$ cat src/rtl/shift_sequencer_pkg.sv
// Shared definitions for the shift sequencer: operation encodings and FSM states.
package shift_seq_pkg;

  // Operation encodings match the shift register's sel input.
  localparam logic [1:0] OP_SHL = 2'b00;
  localparam logic [1:0] OP_SHR = 2'b01;
  localparam logic [1:0] OP_ROL = 2'b10;
  localparam logic [1:0] OP_ROR = 2'b11;

  typedef enum logic [2:0] {
    IDLE,
    LOAD,
    SHIFT,
    DONE,
    RESP
  } state_t;

endpackage

$ cat src/rtl/shift_sequencer_if.sv
// Command, response and shift-register control signals of the sequencer.
// The slave modport is the sequencer's view; the master modport is the
// view of whatever surrounds it (command source, consumer, shift register).
interface shift_sequencer_if #(
  parameter int WIDTH = 4,
  parameter int CNT_W = 3
);

  logic             cmd_valid;
  logic             cmd_ready;
  logic [WIDTH-1:0] cmd_data;
  logic [1:0]       cmd_op;
  logic [CNT_W-1:0] cmd_count;

  logic             sr_load;
  logic [1:0]       sr_sel;
  logic [WIDTH-1:0] sr_ip;
  logic [WIDTH-1:0] sr_q;

  logic             rsp_valid;
  logic             rsp_ready;
  logic [WIDTH-1:0] rsp_data;

  logic             busy;

  modport slave (
    input  cmd_valid, cmd_data, cmd_op, cmd_count, sr_q, rsp_ready,
    output cmd_ready, sr_load, sr_sel, sr_ip, rsp_valid, rsp_data, busy
  );

  modport master (
    output cmd_valid, cmd_data, cmd_op, cmd_count, sr_q, rsp_ready,
    input  cmd_ready, sr_load, sr_sel, sr_ip, rsp_valid, rsp_data, busy
  );

endinterface

$ cat src/rtl/shift_sequencer_step_counter.sv
// Loadable down-counter for the number of remaining shift steps.
// It never decrements below 1, so a long SHIFT phase cannot wrap.
module step_counter #(
  parameter int CNT_W = 3
) (
  input  logic             clk,
  input  logic             rst_n,
  input  logic             i_load,
  input  logic             i_dec,
  input  logic [CNT_W-1:0] i_value,
  output logic             o_isLast
);

  localparam logic [CNT_W-1:0] ONE = {{(CNT_W-1){1'b0}}, 1'b1};

  logic [CNT_W-1:0] r_cnt;

  // Load the step count, then count down once per shift step, stopping at 1.
  always_ff @(posedge clk or negedge rst_n) begin
    if (!rst_n) begin
      r_cnt <= '0;
    end else if (i_load) begin
      r_cnt <= i_value;
    end else if (i_dec && (r_cnt > ONE)) begin
      r_cnt <= r_cnt - ONE;
    end
  end

  assign o_isLast = (r_cnt == ONE);

endmodule

$ cat src/rtl/shift_sequencer.sv
// Command-driven controller for an external 4-bit shift register.
// Loads a value, applies one shift/rotate op count times, then returns the
// result. Whenever it is not shifting, it reloads the register with its own
// value so the register (which has no enable) holds still.
module shift_sequencer
  import shift_seq_pkg::*;
#(
  parameter int WIDTH = 4,
  parameter int CNT_W = 3
) (
  input logic              clk,
  input logic              rst_n,
  shift_sequencer_if.slave bus
);

  state_t           r_state;
  state_t           w_next;
  logic [WIDTH-1:0] r_data;
  logic [WIDTH-1:0] r_result;
  logic [1:0]       r_op;
  logic [CNT_W-1:0] r_count;
  logic             w_isLast;

  logic             w_cmdReady;
  logic             w_srLoad;
  logic [1:0]       w_srSel;
  logic [WIDTH-1:0] w_srIp;
  logic             w_rspValid;
  logic             w_busy;

  // Remaining-step counter: primed during LOAD, counted down during SHIFT.
  step_counter #(
    .CNT_W (CNT_W)
  ) u_stepCounter (
    .clk      (clk),
    .rst_n    (rst_n),
    .i_load   (r_state == LOAD),
    .i_dec    (r_state == SHIFT),
    .i_value  (r_count),
    .o_isLast (w_isLast)
  );

  // State register; reset aborts any command in flight without a response.
  always_ff @(posedge clk or negedge rst_n) begin
    if (!rst_n) begin
      r_state <= IDLE;
    end else begin
      r_state <= w_next;
    end
  end

  // Capture the command on acceptance and the final register value in DONE.
  always_ff @(posedge clk or negedge rst_n) begin
    if (!rst_n) begin
      r_data   <= '0;
      r_op     <= OP_SHL;
      r_count  <= '0;
      r_result <= '0;
    end else begin
      if ((r_state == IDLE) && bus.cmd_valid) begin
        r_data  <= bus.cmd_data;
        r_op    <= bus.cmd_op;
        r_count <= bus.cmd_count;
      end
      if (r_state == DONE) begin
        r_result <= bus.sr_q;
      end
    end
  end

  // Next-state logic; a zero count skips SHIFT so no step is ever applied.
  always_comb begin
    w_next = r_state;
    case (r_state)
      IDLE:    if (bus.cmd_valid) w_next = LOAD;
      LOAD:    w_next = (r_count == '0) ? DONE : SHIFT;
      SHIFT:   if (w_isLast) w_next = DONE;
      DONE:    w_next = RESP;
      RESP:    if (bus.rsp_ready) w_next = IDLE;
      default: w_next = IDLE;
    endcase
  end

  // Outputs decoded from state: every state except SHIFT reloads the register.
  always_comb begin
    w_cmdReady = 1'b0;
    w_srLoad   = 1'b1;
    w_srSel    = OP_SHL;
    w_srIp     = r_result;
    w_rspValid = 1'b0;
    w_busy     = 1'b1;
    case (r_state)
      IDLE: begin
        w_cmdReady = 1'b1;
        w_busy     = 1'b0;
      end
      LOAD: begin
        w_srIp = r_data;
      end
      SHIFT: begin
        w_srLoad = 1'b0;
        w_srSel  = r_op;
      end
      DONE: begin
        w_srIp = bus.sr_q;
      end
      RESP: begin
        w_rspValid = 1'b1;
      end
      default: begin
        w_cmdReady = 1'b0;
      end
    endcase
  end

  assign bus.cmd_ready = w_cmdReady;
  assign bus.sr_load   = w_srLoad;
  assign bus.sr_sel    = w_srSel;
  assign bus.sr_ip     = w_srIp;
  assign bus.rsp_valid = w_rspValid;
  assign bus.rsp_data  = r_result;
  assign bus.busy      = w_busy;

endmodule

$ cat src/flat_wrapper.sv
// flat-port wrapper written by rule: the top's interface ports become plain ports
module shift_sequencer_flat import shift_seq_pkg::*;
#(
  parameter int WIDTH = 4,
  parameter int CNT_W = 3
)
  (clk, rst_n, bus_cmd_valid, bus_cmd_data, bus_cmd_op, bus_cmd_count, bus_sr_q, bus_rsp_ready, bus_cmd_ready, bus_sr_load, bus_sr_sel, bus_sr_ip, bus_rsp_valid, bus_rsp_data, bus_busy);
  shift_sequencer_if #(.WIDTH(WIDTH), .CNT_W(CNT_W)) bus_i ();
  input logic clk;
  input logic rst_n;
  input wire logic [$bits(bus_i.cmd_valid)-1:0] bus_cmd_valid;
  input wire logic [$bits(bus_i.cmd_data)-1:0] bus_cmd_data;
  input wire logic [$bits(bus_i.cmd_op)-1:0] bus_cmd_op;
  input wire logic [$bits(bus_i.cmd_count)-1:0] bus_cmd_count;
  input wire logic [$bits(bus_i.sr_q)-1:0] bus_sr_q;
  input wire logic [$bits(bus_i.rsp_ready)-1:0] bus_rsp_ready;
  output wire logic [$bits(bus_i.cmd_ready)-1:0] bus_cmd_ready;
  output wire logic [$bits(bus_i.sr_load)-1:0] bus_sr_load;
  output wire logic [$bits(bus_i.sr_sel)-1:0] bus_sr_sel;
  output wire logic [$bits(bus_i.sr_ip)-1:0] bus_sr_ip;
  output wire logic [$bits(bus_i.rsp_valid)-1:0] bus_rsp_valid;
  output wire logic [$bits(bus_i.rsp_data)-1:0] bus_rsp_data;
  output wire logic [$bits(bus_i.busy)-1:0] bus_busy;
  assign bus_i.cmd_valid = bus_cmd_valid;
  assign bus_i.cmd_data = bus_cmd_data;
  assign bus_i.cmd_op = bus_cmd_op;
  assign bus_i.cmd_count = bus_cmd_count;
  assign bus_i.sr_q = bus_sr_q;
  assign bus_i.rsp_ready = bus_rsp_ready;
  assign bus_cmd_ready = bus_i.cmd_ready;
  assign bus_sr_load = bus_i.sr_load;
  assign bus_sr_sel = bus_i.sr_sel;
  assign bus_sr_ip = bus_i.sr_ip;
  assign bus_rsp_valid = bus_i.rsp_valid;
  assign bus_rsp_data = bus_i.rsp_data;
  assign bus_busy = bus_i.busy;
  shift_sequencer #(.WIDTH(WIDTH), .CNT_W(CNT_W)) u_core (.clk(clk), .rst_n(rst_n), .bus(bus_i));
endmodule
$ cat config.mk
export PLATFORM = sky130hd
export DESIGN_NAME = shift_sequencer_flat
export DESIGN_NICKNAME = d
export VERILOG_FILES = /design/src/rtl/shift_sequencer_pkg.sv /design/src/rtl/shift_sequencer_if.sv /design/src/rtl/shift_sequencer_step_counter.sv /design/src/rtl/shift_sequencer.sv /design/src/flat_wrapper.sv
export SDC_FILE = /design/constraint.sdc
export NUM_CORES = 1
export LEC_CHECK = 0
export BUFFER_PORTS_ARGS = -buffer_cell sky130_fd_sc_hd__buf_4
export CAP_MARGIN = 20
export CORE_ASPECT_RATIO = 1.4
export CORE_MARGIN = 4
export CORE_UTILIZATION = 23
export DETAILED_ROUTE_END_ITERATION = 10
export PLACE_DENSITY = 0.5
export SLEW_MARGIN = 20
export SYNTH_ARGS = -nofsm -noshare
export SYNTH_HDL_FRONTEND = slang
export SYNTH_SLANG_ARGS = --single-unit
export TNS_END_PERCENT = 5
$ cat constraint.sdc
create_clock -name clk -period 2.5 [get_ports clk]
set_input_delay 0.375 -clock clk [delete_from_list [all_inputs] [get_ports clk]]
set_output_delay 0.375 -clock clk [all_outputs]
set_load 0.05 [all_outputs]
==> impl_metrics.py <==
metrics = {
    "yosys": {
        "netlist.area_leader.share_pct": 49.5,
        "yosys-top-cells-count": "dfrtp_1, mux2_2, o21ai_0",
        "yosysSeqAreaShare_pct": 49.5,
        "yosys_warnings": 0,
        "synth_edf_count": 0,
        "ys_ff_latch": 19,
        "yosysUniqueCellTypes": 26,
        "yosysMostFrequentCell": "dfrtp_1",
        "yosys.area.top_type": "dfrtp_1",
        "async_flop_share_pct": 100,
        "syn-num-nets": 105,
        "synth.cell_area_um2": 961,
        "ys.flop_type": "dfrtp_1",
        "synth_area_leaders": "dfrtp_1, mux2_2, mux2i_1, o21ai_0, nor2_1",
        "synth_area_per_cell_um2": 11.2,
        "postSynthCellCount": 86,
    },
    "setup_path": {
        "crit_slowest_cell": "dfrtp_1",
        "path_buf_inv": 1,
        "cp_top_family": "flip-flops",
        "path_cells": "nor3b_4 -> and2_1 -> buf_4",
        "critPathKind": "flop to primary output",
        "worstPathRequired_ns": 2.12,
        "cp.arrival_ns": 1.52,
        "endpoint_kind": "primary output",
        "path_max_fanout": 11,
        "crit_path_start_kind": "flop",
        "cpPeakStageDelay_ns": 0.56,
    },
    "clock_tree": {
        "cts_resized": 0,
        "cts_tree": "built",
        "post-cts-setup-buffer-count": 0,
        "clkTransAtPathRegs_ns": 0.07,
        "insertion_delay_ns": 0.25,
        "cts_sinks": 19,
        "htree_levels": 1,
        "numCtsBuffers": 3,
        "cts_root_buf": "clkbuf_8",
        "clockBufferDepth": 2,
    },
    "sta": {
        "worst_slew_pin_slew_ns": 0.391,
        "fin_setup_tns_ns": 0,
        "report.final.slew_viol_count": 0,
        "finClkSkew_ns": 0.00135,
        "slew_headroom_pct": 73.9,
        "max_freq_mhz": 528,
        "hold_viol": 0,
        "period_minus_slack_ns": 1.89,
        "setup_viol": 0,
        "rsz0062_at_grt": "false",
        "fin_crit_sh_pct": 75.8,
    },
    "place": {
        "dp_cells": 156,
        "gp_congestion": 0.693,
        "hpwl_mm": 1.72,
        "placed_area_mm2": 0.00122,
        "io_buffers": 30,
    },
    "layout": {
        "fillers": 424,
        "drive_above_1_share_pct": 42.4,
        "layout.cells.non_filler": 161,
        "area_growth_pct": 32.6,
        "insertedDiodeCount": 0,
        "final_nets": 138,
        "fin_area_mm2": 0.00127,
    },
    "drt": {
        "totalWireLength_mm": 2.14,
        "antenna_left": 0,
        "vias_per_cell": 4.60,
        "drt_first_pass_iters": 3,
        "drtIter0Drc": 11,
        "vias": 741,
        "wl_per_cell_um": 13.3,
        "drc": 0,
    },
    "global_route": {
        "grt_max_degree": 20,
        "grt_usage_pct": 8.71,
        "grt_pass1_wl_mm": 3.69,
        "antenna_found_initial": 0,
        "grt_pass1_vias": 825,
        "overflow": 0,
    },
    "die": {
        "start_util_pct": 24.1,
        "coreArea_mm2": 0.00399,
        "dieHeight_um": 84.5,
        "io_pins": 31,
        "row_count": 27,
        "die_x_um": 62.6,
        "die_area_mm2": 0.00529,
    },
    "worst_hold_path": {
        "hold_class": "input port to flop",
    },
    "flow_run": {
        "cap_violations": 0,
    },
    "outcome": {
        "outcome": "finished clean",
    },
}
## metal layers
metal	global-route usage [%]	wire length, um	share of wire [%]	vias up
li1	-	-	-	365
met2	15.1	1150	54	15
met3	2.28	95	4.4	2
met1	9.88	876	41	359
met4	4.02	23	1.1	0
met5	0	0	0	-
## final timing paths
check / end / start / depth (start not counted) / slack [ns]
setup reg to reg: u_core.r_count[0] / u_core.r_state[1] / 4 / 0.63
max in group asynchronous: u_core.r_data[1] / rst_n / 2 / 1.77
min in group asynchronous: u_core.u_stepCounter.r_cnt[2] / rst_n / 2 / 0.53
setup / recovery: bus_sr_sel[1] / u_core.r_state[1] / 3 / 0.61
hold reg to reg: u_core.r_op[0] / u_core.r_op[0] / 1 / 0.50
hold / removal: u_core.r_state[2] / bus_rsp_ready / 2 / 0.32
## cells by family after synthesis
family	Yosys count	synth area share, %
AOI/OAI and AO/OA	15	9.90
buffers and inverters	9	4.69
adders and majority gates	2	2.60
DFF	19	49.5
muxes	17	19.4
and+or+nand+nor	24	13.9
## through the flow
stage	utilization (%)	hold WS, ns	worst slack [ns]
final	32.0	0.318	0.605
after global placement	30.5	0.263	0.672
after floorplan	-	0.0794	0.229
after detailed placement	30.5	0.263	0.607
after global routing	32.0	0.328	0.472
after CTS	32.0	0.317	0.572
## layout make-up
class / count / area (um2) / share of cell area (%)
clock buffers: 3 / 41.3 / 3.24
clock inverters: 1 / 5.00 / 0.393
inverters: 6 / 22.5 / 1.77
multi-input cells: 58 / 440 / 34.6
flip-flops and latches: 19 / 475 / 37.3
well taps: 43 / 53.8 / 4.22
repair buffers: 31 / 235 / 18.5
## flip-flops by register name, indices dropped and copies added, names as in the netlist
register,count
u_core.r_count,3
u_core.r_op,2
u_core.u_stepCounter.r_cnt,3
u_core.r_data,4
u_core.r_state,3
u_core.bus.rsp_data,4
## timing repair
| action | 4_1_cts | 5_1_grt |
|---|---|---|
| endpoints found under the hold margin | 19 | 0 |
| hold buffers | 1 | 0 |
| endpoints found under the setup margin | 0 | 0 |
## worst register-to-register path: stages (launching register included)
cell	delay, ns
dfrtp_1	0.51
or3_1	0.42
inv_1	0.08
and2_1	0.37
mux2_2	0.38
## cells in the final DEF, fill, tap and decap left out, drive strengths merged, types with 2 or more instances in the layout
| cell type | count |
|---|---|
| a31oi | 3 |
| and2 | 3 |
| buf | 30 |
| clkbuf | 3 |
| dfrtp | 19 |
| ha | 2 |
| inv | 6 |
| mux2 | 13 |
| mux2i | 4 |
| nand2 | 6 |
| nor2 | 7 |
| o21ai | 8 |
Power is left out: the tool's default activity adds up to more than one toggle a clock period on the data nets, which glitch-free logic cannot reach.
